[src/rtl/systolic_tile_engine.sv]
// Output-stationary NxN systolic matrix-multiply tile computing C = A * B with a per-job inner dimension.
// Operands enter as skewed wavefronts; results are drained one row per valid/ready handshake.
module systolic_tile_engine #(
    parameter int N          = 4,
    parameter int DATA_WIDTH = 8,
    parameter int ACC_WIDTH  = 32,
    parameter int K_MAX      = 256,
    parameter int SIGNED     = 1,
    localparam int KW        = $clog2(K_MAX + 1),
    localparam int RW        = (N > 1) ? $clog2(N) : 1
) (
    input  logic                      clk,
    input  logic                      rst,
    input  logic                      start,
    input  logic [KW-1:0]             k_len,
    output logic                      busy,
    input  logic                      in_valid,
    output logic                      in_ready,
    input  logic [N*DATA_WIDTH-1:0]   in_a,
    input  logic [N*DATA_WIDTH-1:0]   in_b,
    output logic                      out_valid,
    input  logic                      out_ready,
    output logic [N*ACC_WIDTH-1:0]    out_data,
    output logic [RW-1:0]             out_row,
    output logic                      out_last
);
    localparam int FW = $clog2(2 * N);

    if (ACC_WIDTH < 2 * DATA_WIDTH) begin : g_bad_acc
        $error("ACC_WIDTH must be at least 2*DATA_WIDTH");
    end

    typedef enum logic [1:0] {IDLE, LOAD, FLUSH, DRAIN} state_t;

    state_t          state, state_nxt;
    logic [KW-1:0]   k_lat, k_cnt, k_eff;
    logic [FW-1:0]   fl_cnt;
    logic [RW-1:0]   row;
    logic            adv, clr;

    logic [DATA_WIDTH-1:0] ska [N][N];
    logic [DATA_WIDTH-1:0] skb [N][N];
    logic [DATA_WIDTH-1:0] a_q [N][N];
    logic [DATA_WIDTH-1:0] b_q [N][N];
    logic [DATA_WIDTH-1:0] a_src [N];
    logic [DATA_WIDTH-1:0] b_src [N];
    logic [DATA_WIDTH-1:0] a_sk [N];
    logic [DATA_WIDTH-1:0] b_sk [N];
    logic [DATA_WIDTH-1:0] a_w [N][N];
    logic [DATA_WIDTH-1:0] b_n [N][N];
    logic [ACC_WIDTH-1:0]  acc [N][N];

    // Full-width product, sign- or zero-extended to the accumulator width.
    function automatic logic [ACC_WIDTH-1:0] prod_ext(input logic [DATA_WIDTH-1:0] a,
                                                      input logic [DATA_WIDTH-1:0] b);
        logic signed [2*DATA_WIDTH-1:0] ps;
        logic        [2*DATA_WIDTH-1:0] pu;
        ps = $signed(a) * $signed(b);
        pu = a * b;
        if (SIGNED != 0) return ACC_WIDTH'(ps);
        return ACC_WIDTH'(pu);
    endfunction

    assign k_eff = (k_len > KW'(K_MAX)) ? KW'(K_MAX) : k_len;

    // Edge feed: live operands in LOAD, zeros while flushing; row/column i delayed i steps.
    for (genvar i = 0; i < N; i++) begin : g_edge
        assign a_src[i] = (state == LOAD) ? in_a[i*DATA_WIDTH +: DATA_WIDTH] : '0;
        assign b_src[i] = (state == LOAD) ? in_b[i*DATA_WIDTH +: DATA_WIDTH] : '0;
        if (i == 0) begin : g_nodly
            assign a_sk[i] = a_src[i];
            assign b_sk[i] = b_src[i];
        end else begin : g_dly
            assign a_sk[i] = ska[i][i-1];
            assign b_sk[i] = skb[i][i-1];
        end
    end

    for (genvar i = 0; i < N; i++) begin : g_row
        for (genvar j = 0; j < N; j++) begin : g_col
            if (j == 0) begin : g_aw0
                assign a_w[i][j] = a_sk[i];
            end else begin : g_awn
                assign a_w[i][j] = a_q[i][j-1];
            end
            if (i == 0) begin : g_bn0
                assign b_n[i][j] = b_sk[j];
            end else begin : g_bnn
                assign b_n[i][j] = b_q[i-1][j];
            end
        end
    end

    always_ff @(posedge clk) begin
        if (rst || clr) begin
            for (int i = 0; i < N; i++) begin
                for (int j = 0; j < N; j++) begin
                    ska[i][j] <= '0;
                    skb[i][j] <= '0;
                    a_q[i][j] <= '0;
                    b_q[i][j] <= '0;
                    acc[i][j] <= '0;
                end
            end
        end else if (adv) begin
            for (int i = 0; i < N; i++) begin
                for (int j = 0; j < N; j++) begin
                    a_q[i][j] <= a_w[i][j];
                    b_q[i][j] <= b_n[i][j];
                    acc[i][j] <= acc[i][j] + prod_ext(a_w[i][j], b_n[i][j]);
                end
                if (i > 0) begin
                    ska[i][0] <= a_src[i];
                    skb[i][0] <= b_src[i];
                end
                for (int d = 1; d < N; d++) begin
                    if (d < i) begin
                        ska[i][d] <= ska[i][d-1];
                        skb[i][d] <= skb[i][d-1];
                    end
                end
            end
        end
    end

    always_ff @(posedge clk) begin
        if (rst) begin
            state  <= IDLE;
            k_lat  <= '0;
            k_cnt  <= '0;
            fl_cnt <= '0;
            row    <= '0;
        end else begin
            state <= state_nxt;
            if (clr) begin
                k_lat <= k_eff;
                k_cnt <= '0;
            end else if (state == LOAD && in_valid) begin
                k_cnt <= k_cnt + KW'(1);
            end
            fl_cnt <= (state == FLUSH) ? fl_cnt + FW'(1) : '0;
            if (state != DRAIN || (out_ready && row == RW'(N - 1))) row <= '0;
            else if (out_ready) row <= row + RW'(1);
        end
    end

    always_comb begin
        state_nxt = state;
        in_ready  = 1'b0;
        adv       = 1'b0;
        clr       = 1'b0;
        unique case (state)
            IDLE: begin
                if (start) begin
                    clr       = 1'b1;
                    state_nxt = (k_eff == '0) ? DRAIN : LOAD;
                end
            end
            LOAD: begin
                in_ready = 1'b1;
                adv      = in_valid;
                if (in_valid && k_cnt == k_lat - KW'(1)) state_nxt = FLUSH;
            end
            FLUSH: begin
                adv = 1'b1;
                if (fl_cnt == FW'(2 * N - 2)) state_nxt = DRAIN;
            end
            DRAIN: begin
                if (out_ready && row == RW'(N - 1)) state_nxt = IDLE;
            end
            default: state_nxt = IDLE;
        endcase
    end

    assign busy      = (state != IDLE);
    assign out_valid = (state == DRAIN);
    assign out_row   = row;
    assign out_last  = out_valid && (row == RW'(N - 1));

    for (genvar j = 0; j < N; j++) begin : g_out
        assign out_data[j*ACC_WIDTH +: ACC_WIDTH] = out_valid ? acc[row][j] : '0;
    end

endmodule

[config.mk]
export PLATFORM = sky130hd
export DESIGN_NAME = systolic_tile_engine
export DESIGN_NICKNAME = d
export VERILOG_FILES = /design/src/rtl/systolic_tile_engine.sv
export SDC_FILE = /design/constraint.sdc
export NUM_CORES = 2
export LEC_CHECK = 0
export BUFFER_PORTS_ARGS = -buffer_cell sky130_fd_sc_hd__clkbuf_2
export CAP_MARGIN = 10
export CELL_PAD_IN_SITES_DETAIL_PLACEMENT = 0
export CELL_PAD_IN_SITES_GLOBAL_PLACEMENT = 1
export CORE_MARGIN = 10
export CORE_UTILIZATION = 25
export DETAILED_ROUTE_END_ITERATION = 16
export PLACE_DENSITY_LB_ADDON = 0.1
export SYNTH_ARGS = -nofsm -noshare
export SYNTH_HDL_FRONTEND = slang
export SYNTH_SLANG_ARGS = --single-unit
[constraint.sdc]
create_clock -name clk -period 49.6 [get_ports clk]
set_input_delay 12.4 -clock clk [delete_from_list [all_inputs] [get_ports clk]]
set_output_delay 12.4 -clock clk [all_outputs]
set_load 0.02 [all_outputs]
==> key figures <==
Clock tree
  – Post-CTS Setup Bufs: 0
  – Total clock sinks: just over 800
  – Htree depth: 4
  – Max Buffers Root-to-Sink: 4
  – Clock slew at reported path FFs: ~60 ps
  – CTS tree: yes
  – Post-cts resize count: 0
  – Cts hold-fix bufs: 0
  – Root Driver: clkbuf_16
  – CTS Buf Count: roughly 140
  – Clock latency at the later pin of the worst-skew pair: around 860 ps

Setup path
  – Most frequent CP cell: fa_1
  – Critical path required time: 50160 ps
  – Number of cells on the worst reg-to-reg path: 28
  – Crit path kind: in -> reg
  – CP max-delay cell: xnor2_2
  – CP Launch Type: input pin
  – CP Depth: 27
  – Crit. End Element: flop
  – Worst path bufs/invs: 4
  – Reg-to-reg startpoint: state[1]
  – Worst path max stage delay: 810 ps
  – Delay-heaviest family, CP: adder cells
  – Reg2reg end: acc[0][127]
  – R2r setup slk: a little over 40000 ps
  – Arr. time, crit path: between 15000 and 20000 ps
  – CP max FO: 18

STA
  – Minimum clock period: between 15000 and 20000 ps
  – Worst-margin pin slew: 1050 ps
  – Count of pins over their slew limit: 0
  – Fmax: between 50 and 60 MHz
  – Setup-failing EPs final: 0
  – Clock Skew: ~65 ps
  – Share of the clock period used by the worst path: 0.386
  – Max-Slew Margin vs Limit: 0.300
  – RSZ-0062 raised after global routing: false
  – Final Hold Fails: 0
  – Setup TNS: 0 ps

Yosys
  – Total number of yosys warnings: 0
  – Number of synthesized flops with an enable pin: 800
  – Sequential fraction of the synthesis area: 0.258
  – Synth Instances: roughly 9600
  – Synthesized flop and latch total: 827
  – Ys flop type: edfxtp_1
  – Syn_area_per_cell: just under 10 um2
  – Post-Synthesis Cell Area: 95400 um2
  – Ys async rst share: 0
  – Post-synthesis cell type count: 90
  – Synthesized Nets: 11588

Worst hold path
  – Worst Hold End: fl_cnt[0]
  – Hold Path Class: reg -> reg
  – Hold path cells: 1
  – Min-Delay Startpoint: fl_cnt[0]

Route
  – # DRC: 0
  – Detail Route Antenna Nets: 0
  – Via count: 68360
  – Drt via density: between 4 and 5
  – DR WL/cell: just under 20 um
  – Detailed Routing Iterations Pass 1: 5
  – Drt first-iter violations: 3568
  – Drt total wl: 296000 um

Global route
  – Largest net degree at the start of global routing: between 100 and 150
  – Vias in the first global route: slightly above 70000
  – GRT Util Overall: 0.143
  – GRT overflow: 0
  – Initial antenna violation count: 24
  – Global-route wire length before repair: roughly 460000 um

Layout
  – Fillers: 40046
  – Share of cells above drive strength 1: 0.0653
  – # nets final: 11826
  – Most frequent cells in the layout: inv_1, and2_1, ha_1
  – Area Growth Syn to Fin: 12.2%
  – Leading cell type in the layout, fill and taps excluded: inv_1

Floorplanning
  – Die height: between 600 and 700 um
  – Die Area: between 400000 and 500000 um2
  – Ports: around 210
  – Starting Density: 0.251
  – Die Wd: 638 um
  – Rows: 226
  – Core ar.: 379000 um2

Place
  – Hpwl dp: between 200000 and 250000 um
  – IO buf count: approximately 210
  – Gpl congestion: 0.790

Run status
  – Outcome: finished, final reports clean

Job
  – Max_cap viols: 0
per-layer routing:
layer | up-vias | GRT usage | share of wire
li1 | 33134 | - | -
met5 | - | 0 | 0
met2 | 784 | 0.243 | 0.47
met3 | 220 | 0.0145 | 0.028
met4 | 0 | 0.0265 | 0.017
met1 | 34222 | 0.199 | 0.48
area by class of cell:
class | count | area (um2) | area share
clock inverters | 63 | 597 | 0.00558
multi-input cells | 7261 | 65200 | 0.609
clock buffers | 175 | 3660 | 0.0342
inverters | 1387 | 5210 | 0.0486
repair buffers | 268 | 1520 | 0.0142
well taps | 5016 | 6280 | 0.0586
diodes | 9 | 22.5 | 0.000210
flip-flops and latches | 827 | 24600 | 0.230
worst max path at each step:
stage,startpoint,endpoint,slack [ps]
4_1_cts,in_b[7],acc[0][127],30420
5_1_grt,in_b[7],acc[0][127],29850
2_1_floorplan,in_valid,a_q[0][10],17860
3_5_place_dp,in_b[7],acc[0][127],29500
3_3_place_gp,in_b[7],acc[0][127],29460
6_report,in_b[7],acc[0][127],30430
synth_stat cells, types with 128 or more instances:
master | count | area [um2]
inv_1 | 1386 | 5200
a21oi_1 | 481 | 2410
o21ai_0 | 245 | 1230
and2_1 | 1040 | 6510
a21o_1 | 302 | 2270
clkbuf_1 | 145 | 544
nand2_1 | 438 | 1640
and3_1 | 168 | 1050
ha_1 | 971 | 12100
xor2_1 | 215 | 1880
nor2_1 | 725 | 2720
mux4_2 | 128 | 2880
xnor2_1 | 460 | 4030
fa_1 | 897 | 18000
edfxtp_1 | 800 | 24000
stage by stage:
stage	util	setup WS (ps)	instances	cell area, um2	hold WS [ps]
floorplan	-	17860	9642	95400	417
global placement	0.271	29460	14759	103000	428
detailed placement	0.271	29500	14759	103000	448
CTS	0.282	30420	14997	107000	457
global route	0.282	29850	14998	107000	465
finish	0.282	30430	15006	107000	452
registers in the layout, indices dropped and copies added, names as in the netlist, named ones only:
register	flops
a_q	96
acc	512
b_q	96
fl_cnt	3
k_cnt	9
k_lat	9
out_row	2
ska	48
skb	48
state	2
cell families (layout without fill, tap and decap cells):
logic type / after synthesis / after routing / synth area share
XOR/XNOR: 676 / 676 / 0.0622
AO/OA/AOI/OAI: 1582 / 1582 / 0.107
adder cells (fa/ha/maj): 1868 / 1868 / 0.316
flip-flops: 827 / 827 / 0.258
AND/OR/NAND/NOR: 2978 / 2978 / 0.163
multiplexers: 157 / 157 / 0.0333
buffers and inverters: 1554 / 1893 / 0.0612
other: 0 / 9 / 0
Power is not shown: default switching activity piles up to over one toggle a cycle in this logic, so the estimate is an artifact.
